[src/rtl/axis_drop_beats.sv]
// AXI-Stream per-packet beat filter: drops a configurable number of leading beats
// and can optionally drop the tlast beat, moving tlast onto the last kept beat.
module axis_drop_beats #(
  parameter int DATA_WIDTH = 64,
  parameter int CNT_WIDTH  = 16,
  parameter int STAT_WIDTH = 32
) (
  input  logic                  clk,
  input  logic                  rst,
  input  logic [CNT_WIDTH-1:0]  cfg_head_drop,
  input  logic                  cfg_drop_last,
  output logic                  s_axis_tready,
  input  logic [DATA_WIDTH-1:0] s_axis_tdata,
  input  logic                  s_axis_tlast,
  input  logic                  s_axis_tvalid,
  input  logic                  m_axis_tready,
  output logic [DATA_WIDTH-1:0] m_axis_tdata,
  output logic                  m_axis_tlast,
  output logic                  m_axis_tvalid,
  output logic [STAT_WIDTH-1:0] stat_drop_beats
);

  localparam logic [CNT_WIDTH-1:0]  CNT_ONE  = CNT_WIDTH'(1);
  localparam logic [STAT_WIDTH-1:0] STAT_ONE = STAT_WIDTH'(1);

  typedef enum logic [1:0] {
    IDLE = 2'd0,
    HEAD = 2'd1,
    BODY = 2'd2
  } state_t;

  state_t                  state_q, state_d;
  logic [CNT_WIDTH-1:0]    idx_q, idx_d;
  logic [CNT_WIDTH-1:0]    pkt_head_q, pkt_head_d;
  logic                    pkt_dl_q, pkt_dl_d;

  logic                    h_vld_q, h_vld_d;
  logic [DATA_WIDTH-1:0]   h_data_q, h_data_d;

  logic                    o_vld_q, o_vld_d;
  logic                    o_last_q, o_last_d;
  logic [DATA_WIDTH-1:0]   o_data_q, o_data_d;

  logic [STAT_WIDTH-1:0]   stat_q, stat_d;

  logic                    acc;
  logic [CNT_WIDTH-1:0]    head_eff;
  logic                    dl_eff;
  logic [CNT_WIDTH-1:0]    cur_idx;
  logic [CNT_WIDTH-1:0]    idx_inc;
  logic                    drop_head;
  logic                    drop_beat;
  logic                    keep;

  function automatic logic [CNT_WIDTH-1:0] sat_inc(input logic [CNT_WIDTH-1:0] v);
    if (&v) return v;
    else    return v + CNT_ONE;
  endfunction

  // Ready is held low while in reset so nothing can be accepted then.
  assign s_axis_tready = !rst && (!o_vld_q || m_axis_tready);
  assign acc           = s_axis_tvalid && s_axis_tready;

  always_ff @(posedge clk or posedge rst) begin
    if (rst) begin
      state_q    <= IDLE;
      idx_q      <= '0;
      pkt_head_q <= '0;
      pkt_dl_q   <= 1'b0;
    end else begin
      state_q    <= state_d;
      idx_q      <= idx_d;
      pkt_head_q <= pkt_head_d;
      pkt_dl_q   <= pkt_dl_d;
    end
  end

  always_comb begin
    state_d    = state_q;
    idx_d      = idx_q;
    pkt_head_d = pkt_head_q;
    pkt_dl_d   = pkt_dl_q;
    if (acc) begin
      if (state_q == IDLE) begin
        pkt_head_d = cfg_head_drop;
        pkt_dl_d   = cfg_drop_last;
      end
      if (s_axis_tlast) begin
        state_d = IDLE;
        idx_d   = '0;
      end else if (drop_head) begin
        idx_d   = idx_inc;
        state_d = (idx_inc == head_eff) ? BODY : HEAD;
      end else begin
        state_d = BODY;
      end
    end
  end

  // The first beat of a packet is classified with the live cfg, later beats
  // with the values latched on that first beat.
  always_comb begin
    head_eff  = (state_q == IDLE) ? cfg_head_drop : pkt_head_q;
    dl_eff    = (state_q == IDLE) ? cfg_drop_last : pkt_dl_q;
    cur_idx   = (state_q == IDLE) ? '0 : idx_q;
    idx_inc   = sat_inc(cur_idx);
    drop_head = (state_q != BODY) && (cur_idx < head_eff);
    keep      = acc && !drop_head;
    drop_beat = acc && (drop_head || (dl_eff && s_axis_tlast));
  end

  always_comb begin
    o_vld_d  = o_vld_q;
    o_last_d = o_last_q;
    o_data_d = o_data_q;
    h_vld_d  = h_vld_q;
    h_data_d = h_data_q;
    stat_d   = drop_beat ? stat_q + STAT_ONE : stat_q;

    if (o_vld_q && m_axis_tready) o_vld_d = 1'b0;

    if (keep) begin
      if (!dl_eff) begin
        o_vld_d  = 1'b1;
        o_data_d = s_axis_tdata;
        o_last_d = s_axis_tlast;
      end else if (!s_axis_tlast) begin
        if (h_vld_q) begin
          o_vld_d  = 1'b1;
          o_data_d = h_data_q;
          o_last_d = 1'b0;
        end
        h_vld_d  = 1'b1;
        h_data_d = s_axis_tdata;
      end else if (h_vld_q) begin
        o_vld_d  = 1'b1;
        o_data_d = h_data_q;
        o_last_d = 1'b1;
      end
    end

    // H never carries anything across a packet boundary.
    if (acc && s_axis_tlast) h_vld_d = 1'b0;
  end

  always_ff @(posedge clk or posedge rst) begin
    if (rst) begin
      o_vld_q  <= 1'b0;
      o_last_q <= 1'b0;
      o_data_q <= '0;
      h_vld_q  <= 1'b0;
      stat_q   <= '0;
    end else begin
      o_vld_q  <= o_vld_d;
      o_last_q <= o_last_d;
      o_data_q <= o_data_d;
      h_vld_q  <= h_vld_d;
      stat_q   <= stat_d;
    end
  end

  always_ff @(posedge clk) begin
    h_data_q <= h_data_d;
  end

  assign m_axis_tvalid   = o_vld_q;
  assign m_axis_tlast    = o_last_q;
  assign m_axis_tdata    = o_data_q;
  assign stat_drop_beats = stat_q;

endmodule

[config.mk]
export PLATFORM = sky130hd
export DESIGN_NAME = axis_drop_beats
export DESIGN_NICKNAME = d
export VERILOG_FILES = /design/src/rtl/axis_drop_beats.sv
export SDC_FILE = /design/constraint.sdc
export NUM_CORES = 1
export LEC_CHECK = 0
export BUFFER_PORTS_ARGS = -buffer_cell sky130_fd_sc_hd__buf_4
export CORE_MARGIN = 2
export CORE_UTILIZATION = 60
export DETAILED_ROUTE_END_ITERATION = 7
export PLACE_DENSITY = 0.89
export SYNTH_ARGS = -nofsm -noshare
export SYNTH_HDL_FRONTEND = slang
export SYNTH_SLANG_ARGS = --single-unit
[constraint.sdc]
create_clock -name clk -period 29 [get_ports clk]
set_input_delay 4.35 -clock clk [delete_from_list [all_inputs] [get_ports clk]]
set_output_delay 4.35 -clock clk [all_outputs]
set_load 0.01 [all_outputs]
==> flow_summary.ini, run 1 <==
[timing]
worst_pin_slew_ps = 1100
fin_crit_sh_pct = 33.1
fmax_ghz = 0.104
report.final.setup_viol = 0
final.setup.tns_ps = 0
hold_viol_final = 0
slew_viol_final = 0
fin_skew_ps = 12.7
relSlewSlack_pct = 26.4
layout_setup_ws_ps = 19410
rsz0062_at_grt = false
fin_crit_ps = 9590
hold-worst-slack_ps = 473

[final_layout]
antennaDiodeCount = 0
n_fill_cell = 1033
final_cell_mix = buf_4 (193), dfrtp_1 (134), nand2_1 (122)
finalNetCount = 1103
layout_commonest_cell = buf_4
area_growth_pct = 22.3
drive_gt1_share_pct = 23.6
final_cells = 1201

[place]
dp_cells = 1169
place_ws_ps = 19400
place_congestion = 0.960
dpl.hpwl_mm = 15.5
numPortBuffers = 184

[power_and_ir_drop]
power.density_nw_per_um2 = 61.3
power.leakage_nw = 5.29
p_total_mw = 0.699
ir_drop_mv = 0.0524

[route]
first_pass_iters = 5
wl_mm = 22.6
ant_nets = 0
drt_iter0_markers = 748
vias = 7157
vias_per_cell = 5.96
wire_per_inst_um = 18.8
drcViolationCount = 0

[job]
maxCapViolations = 0

[clock_tree]
cts_root_buf = clkbuf_16
cts_setup_buffers = 0
htreeDepth = 4
tritoncts = done
worstSkewPairLatency_ps = 450
clk_pin_slew_ps = 80
cts_buffer_depth = 2
cts_hold_buf = 0
ctsResizeCount = 0
cts_made_buffers = 17
clkSinkCount = 198

[logic_synthesis]
async_flop_share_pct = 67.7
yosys_warnings = 0
synthFlopType = dfrtp_1
ys_ff_latch = 198
syn_nets = 935
yosysUniqueCellTypes = 60
syn_area_um2 = 9310
syn_inst = 832
ys_seq_area_share_pct = 56.6
synth-edff-count = 64
syn_avg_cell_area_um2 = 11.2

[global_routing]
antenna_found_initial = 0
grt_pass1_vias = 7048
grt_overflow = 0
grtUsageTotal_pct = 28.3
grt_start_max_net_pins = 130
grt_pass1_wl_mm = 36.1

[hold_path]
hold_path.class = flop to flop

[worst_setup_path]
critPathKind = input pin to output pin
cp_max_fo = 46
critPathCaptureType = output pin
crit_path_start_kind = input pin
cp.arrival_ps = 5240
crit_required_ps = 24650

[floorplanning]
coreArea_um2 = 15200
die_w_um = 129
io-pin-count = 185
die_area_um2 = 16500
die_y_um = 129
initial_core_util_pct = 61.3
fp-row-count = 45

[run_status]
status = finished, final reports clean
[synth_stat cells (4+ instances only)]
library cell | instances | area, µm²
a21oi_1 | 9 | 45.0
o21a_1 | 5 | 37.5
nand4_1 | 17 | 106
and2_1 | 11 | 68.8
a22o_1 | 5 | 43.8
nor2_1 | 25 | 93.8
nand3_1 | 19 | 95.1
and4_1 | 7 | 61.3
o21ai_0 | 111 | 556
nor4_1 | 6 | 37.5
clkbuf_1 | 27 | 101
edfxtp_1 | 64 | 1920
inv_1 | 19 | 71.3
nor3_1 | 8 | 40.0
and3_1 | 7 | 43.8
ha_1 | 17 | 213
xnor2_1 | 38 | 333
nand2b_1 | 4 | 25.0
a21o_1 | 5 | 37.5
or3_1 | 4 | 25.0
buf_2 | 11 | 55.1
dfrtp_1 | 134 | 3350
a31oi_1 | 7 | 43.8
mux2i_1 | 77 | 771
o211ai_1 | 7 | 52.6
nand2_1 | 122 | 458
xor2_1 | 13 | 114
[critical path: stages]
cell and delay (ps):
buf_4 130, inv_6 310, o21a_1 260, buf_4 140
[per-stage QoR]
| stage | util (%) | area, µm² |
|---|---|---|
| 2_1_floorplan | - | 9310 |
| 3_3_place_gp | 71.2 | 10800 |
| 3_5_place_dp | 71.2 | 10800 |
| 4_1_cts | 74.9 | 11400 |
| 5_1_grt | 74.9 | 11400 |
| 6_report | 74.9 | 11400 |
[per-layer routing]
| metal | global-route usage, % | wire [µm] | vias up | part of all wire, % |
|---|---|---|---|---|
| li1 | - | - | 3332 | - |
| met1 | 35.8 | 9180 | 3486 | 41 |
| met2 | 45.9 | 11000 | 284 | 49 |
| met3 | 8.73 | 1720 | 55 | 7.6 |
| met4 | 11.5 | 715 | 0 | 3.2 |
| met5 | 0 | 0 | - | 0 |
[registers in the layout, indices dropped and copies added (netlist names)]
name,cells
m_axis_tvalid,1
m_axis_tdata,64
stat_drop_beats,32
idx_q,16
state_q,2
pkt_dl_q,1
m_axis_tlast,1
h_vld_q,1
h_data_q,64
pkt_head_q,16
[area by class of cell]
cell class,count,area (µm²),share of cell area (%)
multi-input combinational,571,3790,33.3
clock inverter,15,141,1.24
tap,188,235,2.07
clock buffer,17,425,3.74
timing repair buffer,193,1450,12.7
sequential,198,5280,46.3
inverter,19,76.3,0.670
[cell families after synthesis]
logic type / after synthesis / synth area share, %
simple gates: 246 / 13.0
flops: 198 / 56.6
compound gates: 178 / 11.9
mux: 79 / 8.52
buf+inv: 63 / 2.93
xor+xnor: 51 / 4.80
fa+ha+maj: 17 / 2.28
[worst paths after layout]
| path | depth (start not counted) | startpoint | slack, ps | endpoint |
|---|---|---|---|---|
| max in group asynchronous | 3 | rst | 24100 | stat_drop_beats[12] |
| min in group asynchronous | 2 | rst | 3920 | m_axis_tdata[53] |
| worst max register to register | 13 | state_q[1] | 23720 | m_axis_tdata[18] |
| worst max-delay path | 4 | rst | 19410 | s_axis_tready |
| worst min register to register | 1 | stat_drop_beats[31] | 470 | stat_drop_beats[31] |
| worst min-delay path | 1 | stat_drop_beats[31] | 470 | stat_drop_beats[31] |
[where the power goes]
part / internal (mW) / total [mW] / switching [mW]
combinational: 0.0647 / 0.136 / 0.0715
clock: 0.113 / 0.228 / 0.114
sequential: 0.313 / 0.335 / 0.0217
total: 0.491 / 0.699 / 0.207
Note: power is estimated with default switching activity, not from simulation.
==> run 2, diff against run 1 <==
ABC_AREA = 1   (was not set)
CORE_UTILIZATION = 51   (was 60)
PLACE_DENSITY = 0.8   (was 0.89)
clock period = 8.6 ns   (was 29 ns; I/O delays follow)
==> flow_summary.ini, run 2 <==
[run_status]
status = finished, final reports clean

[logic_synthesis]
yosys_warnings = 0
yosysTopAreaCell = dfrtp_1
synth-edff-count = 64
synthTopCellsByArea = dfrtp_1 (33%), edfxtp_1 (19%), nand2_1 (13%)
syn_inst = 1115
async_flop_share_pct = 67.7
syn_nets = 1218
syn_area_um2 = 10100
synthFlopType = dfrtp_1
synth_common_cells = nand2_1 (341), dfrtp_1 (134), nand3_1 (83)
syn_avg_cell_area_um2 = 9.05
yosysMostFrequentCell = nand2_1
ys_ff_latch = 198
ys_seq_area_share_pct = 52.3
yosysUniqueCellTypes = 39
synth_top_area_share_pct = 33.2

[route]
vias_per_cell = 5.31
wire_per_inst_um = 15.6
first_pass_iters = 5
ant_nets = 0
drcViolationCount = 0
drt_iter0_markers = 573
wl_mm = 24.2
vias = 8264

[floorplanning]
initial_core_util_pct = 51.9
coreArea_um2 = 19500
io-pin-count = 185
die_area_um2 = 20900
fp-row-count = 51
die_y_um = 145
die_w_um = 145

[clock_tree]
cts_buffer_depth = 2
cts_setup_buffers = 0
cts_root_buf = clkbuf_16
clkSinkCount = 198
ctsResizeCount = 0
htreeDepth = 4
clk_pin_slew_ps = 80
cts_made_buffers = 17
worstSkewPairLatency_ps = 440
tritoncts = done
cts_hold_buf = 0

[worst_setup_path]
reg2reg_depth = 14
regToRegSetupSlack_ps = 4790
startpoint = m_axis_tready
cp_max_fo = 39
critPathCaptureType = flop
cp.arrival_ps = 4320
endpoint = stat_drop_beats[3]
critPathKind = input pin to flop
crit_path_start_kind = input pin
crit_required_ps = 8930
r2r-end = m_axis_tdata[57]
worstReg2RegStart = state_q[0]

[job]
maxCapViolations = 0

[global_routing]
grt_start_max_net_pins = 122
grt_pass1_vias = 8105
grt_overflow = 0
grtUsageTotal_pct = 23.9
grt_pass1_wl_mm = 39.6
antenna_found_initial = 0

[timing]
relSlewSlack_pct = 23.6
report.final.setup_viol = 0
slew_viol_final = 0
hold-worst-slack_ps = 487
worst_pin_slew_ps = 1140
final.setup.tns_ps = 0
hold_viol_final = 0
fin_skew_ps = 15.5
fin_crit_ps = 3990
fin_crit_sh_pct = 46.4
rsz0062_at_grt = false
fmax_ghz = 0.251

[final_layout]
finalNetCount = 1382
n_fill_cell = 1676
area_growth_pct = 21.0
antennaDiodeCount = 0
final_cells = 1557
final_cell_mix = nand2_1 (341), buf_4 (191), dfrtp_1 (134)
layout_commonest_cell = nand2_1
drive_gt1_share_pct = 20.0
final_util_pct = 62.7

[hold_path]
hold_path.class = flop to flop
min_path_cells = 2

[place]
dp_cells = 1525
dpl.hpwl_mm = 16.9
numPortBuffers = 184
place_congestion = 0.946

[power_and_ir_drop]
power.leakage_nw = 5.96
p_total_mw = 2.36
ir_drop_mv = 0.136
power.density_nw_per_um2 = 194
run 2: cell count changes in the layout (fill, tap and decap cells not counted), sizes merged, moves of 11 or more:
cell and delta:
nor2 +53, or2 +11, nand2 +225, and2 -11, xnor2 -29, inv +50
nand3 +67
run 2: final cells by class:
class / instances / area, µm² / share of cell area [%]
Tap cell: 265 / 332 / 2.72
Multi-Input combinational cell: 803 / 4270 / 34.9
Clock buffer: 17 / 425 / 3.48
Inverter: 68 / 260 / 2.13
Timing Repair Buffer: 191 / 1430 / 11.7
Clock inverter: 15 / 218 / 1.78
Sequential cell: 198 / 5280 / 43.2
run 2: routing by layer:
metal	global-route usage (%)	vias to the layer above	wire [µm]
met5	0	-	0
met4	8.79	0	505
met3	7.37	35	2000
met2	38.5	299	11400
met1	30.7	3888	10300
li1	-	4042	-
run 2: logic make-up (layout without fill, tap and decap cells):
kind of cell | Yosys count | in the layout | share of synthesized area (%)
AND/OR/NAND/NOR | 566 | 566 | 24.3
flip-flops | 198 | 198 | 52.3
multiplexers | 68 | 68 | 6.74
AO/OA/AOI/OAI | 120 | 120 | 6.17
buffers and inverters | 114 | 291 | 5.65
adder cells (fa/ha/maj) | 17 | 17 | 2.11
XOR/XNOR | 32 | 32 | 2.78
run 2: worst max-delay path, cell delays in order:
cell and delay (ps):
buf_4 110, inv_1 60, a21oi_1 80, nand2_1 810, inv_1 260, nand3_1 170, buf_4 340, nand2_1 760
o21ai_0 410
run 2: worst min path at each step:
stage	startpoint	to	slack, ps
floorplan	pkt_dl_q	pkt_dl_q	450
CTS	pkt_head_q[2]	pkt_head_q[2]	490
global placement	pkt_head_q[4]	pkt_head_q[4]	460
detailed placement	pkt_head_q[2]	pkt_head_q[2]	470
finish	pkt_head_q[2]	pkt_head_q[2]	490
global route	m_axis_tdata[25]	m_axis_tdata[25]	520
run 2: per-stage QoR:
stage               worst slack, ps  instance area, µm²
floorplan                      3730               10100
global placement               4250               11600
detailed placement             4200               11600
CTS                            4640               12200
global route                   4100               12200
finish                         4610               12200
run 2: where the power goes:
part	switching (mW)	internal, mW	total [mW]	leakage (nW)
sequential	0.0435	1.04	1.08	2.37
combinational	0.243	0.191	0.434	3.28
clock	0.421	0.431	0.852	0.310
total	0.707	1.66	2.36	5.96
==> run 3, diff against run 2 <==
CORE_UTILIZATION = 56   (was 51)
PLACE_DENSITY = 0.83   (was 0.8)
clock period = 3.8 ns   (was 8.6 ns; I/O delays follow)
==> flow_summary.ini, run 3 (same netlist as run 2, synthesis figures left out) <==
[clock_tree]
ctsResizeCount = 0
clkSinkCount = 198
cts_setup_buffers = 0
cts_made_buffers = 17
cts_buffer_depth = 2
cts_hold_buf = 0
cts_root_buf = clkbuf_16
tritoncts = done
worstSkewPairLatency_ps = 440
clk_pin_slew_ps = 80
htreeDepth = 4

[timing]
fin_crit_ps = 3310
fmax_ghz = 0.302
fin_crit_sh_pct = 87.2
worst_pin_slew_ps = 873
final.setup.tns_ps = 0
relSlewSlack_pct = 41.7
slew_viol_final = 0
report.final.setup_viol = 0
hold_viol_final = 0
fin_skew_ps = 14.7
rsz0062_at_grt = false

[final_layout]
finalNetCount = 1392
final_cell_mix = nand2_1 (341), buf_4 (197), dfrtp_1 (134)
seq_area_um2 = 5280
multiInputGateArea_um2 = 4270
n_fill_cell = 1380
antennaDiodeCount = 0
layout_commonest_cell = nand2_1
area_growth_pct = 21.4
drive_gt1_share_pct = 20.6

[worst_setup_path]
worstReg2RegStart = state_q[0]
cp.arrival_ps = 3680
crit_path_start_kind = flop
critPathCaptureType = flop
r2r-end = state_q[0]
reg2reg_depth = 16
crit_required_ps = 4170
regToRegSetupSlack_ps = 490
critPathKind = flop to flop
cp_max_fo = 31

[global_routing]
grt_overflow = 0
grt_pass1_wl_mm = 42.1
grt_start_max_net_pins = 56
grtUsageTotal_pct = 27.0
grt_pass1_vias = 8348
antenna_found_initial = 0

[place]
place_congestion = 0.967
numPortBuffers = 184
dpl.hpwl_mm = 18.2

[route]
wl_met3_mm = 2.03
vias = 8407
wire_per_inst_um = 16.6
top_layer = met4
wl_mm = 25.4
ant_nets = 0
first_pass_iters = 5
vias_per_cell = 5.49
wl_met1_mm = 10.4
drcViolationCount = 0
wl_met2_mm = 12.4
drt_iter0_markers = 542

[power_and_ir_drop]
p_sw_mw = 1.60
intPower_mw = 3.68
comb_power_share_pct = 18.9
swShare_pct = 30.2
power.leakage_nw = 6.00
power.density_nw_per_um2 = 431
p_clk_share_pct = 34.8
ir_drop_mv = 0.402
p_total_mw = 5.28
seq_power_share_pct = 46.3

[floorplanning]
die_area_um2 = 19100
fp-row-count = 49
initial_core_util_pct = 56.6
io-pin-count = 185
coreArea_um2 = 17800
die_w_um = 138
die_y_um = 138

[job]
maxCapViolations = 0

[hold_path]
hold_path.class = input pin to async pin

[run_status]
status = finished, final reports clean
==> run 3: power groups by stage <==
stage / clock network (mW) / logic [mW] / registers (mW)
2_1_floorplan: 0 / 0.571 / 2.51
3_3_place_gp: 0 / 0.958 / 2.48
3_5_place_dp: 0 / 0.995 / 2.48
4_1_cts: 1.86 / 1.00 / 2.44
5_1_grt: 1.95 / 1.10 / 2.46
6_report: 1.84 / 0.995 / 2.44
==> run 3: area by class of cell <==
class                           instances  share of cell area [%]
Timing Repair Buffer                  201                    12.7
Inverter                               68                    2.11
Sequential cell                       198                    43.1
Multi-Input combinational cell        803                    34.8
Clock buffer                           18                    3.50
Clock inverter                         14                    1.42
Tap cell                              229                    2.34
==> run 3: stage by stage <==
stage               setup WS [ps]  cells  utilization, %  area, µm²  hold slack (ps)
floorplan                    61.5   1115               -      10100              446
global placement              604   1499            65.3      11600              458
detailed placement            514   1499            65.3      11600              470
CTS                           483   1531            68.7      12300              301
global route                  163   1531            68.7      12300              289
finish                        486   1531            68.7      12300              308
==> run 3: worst max path at each step <==
stage	end	slack, ps	cells past startpoint	start
2_1_floorplan	h_data_q[0]	60	14	state_q[1]
3_3_place_gp	h_data_q[56]	600	12	state_q[0]
3_5_place_dp	state_q[0]	510	16	state_q[0]
4_1_cts	state_q[0]	480	16	state_q[0]
5_1_grt	m_axis_tdata[43]	160	12	state_q[1]
6_report	state_q[0]	490	16	state_q[0]
==> run 3: layer usage <==
layer  vias up  global-route usage (%)
met5         -                       0
met4         0                    7.84
met3        53                    8.56
met2       307                    45.3
met1      3979                    33.8
li1       4068                       -
==> run 3: critical path, cell delays in order (launching register included) <==
cell and delay (ps):
dfrtp_1 430, inv_2 90, nand2_4 220, or2_2 360
o21ai_0 190, ha_1 330, a21oi_1 160, nor2_1 50
a211oi_1 190, o221ai_1 130, inv_1 90, nand2_1 120
inv_1 100, nand2_1 170, inv_1 410, nand2_1 120
nand2_1 80
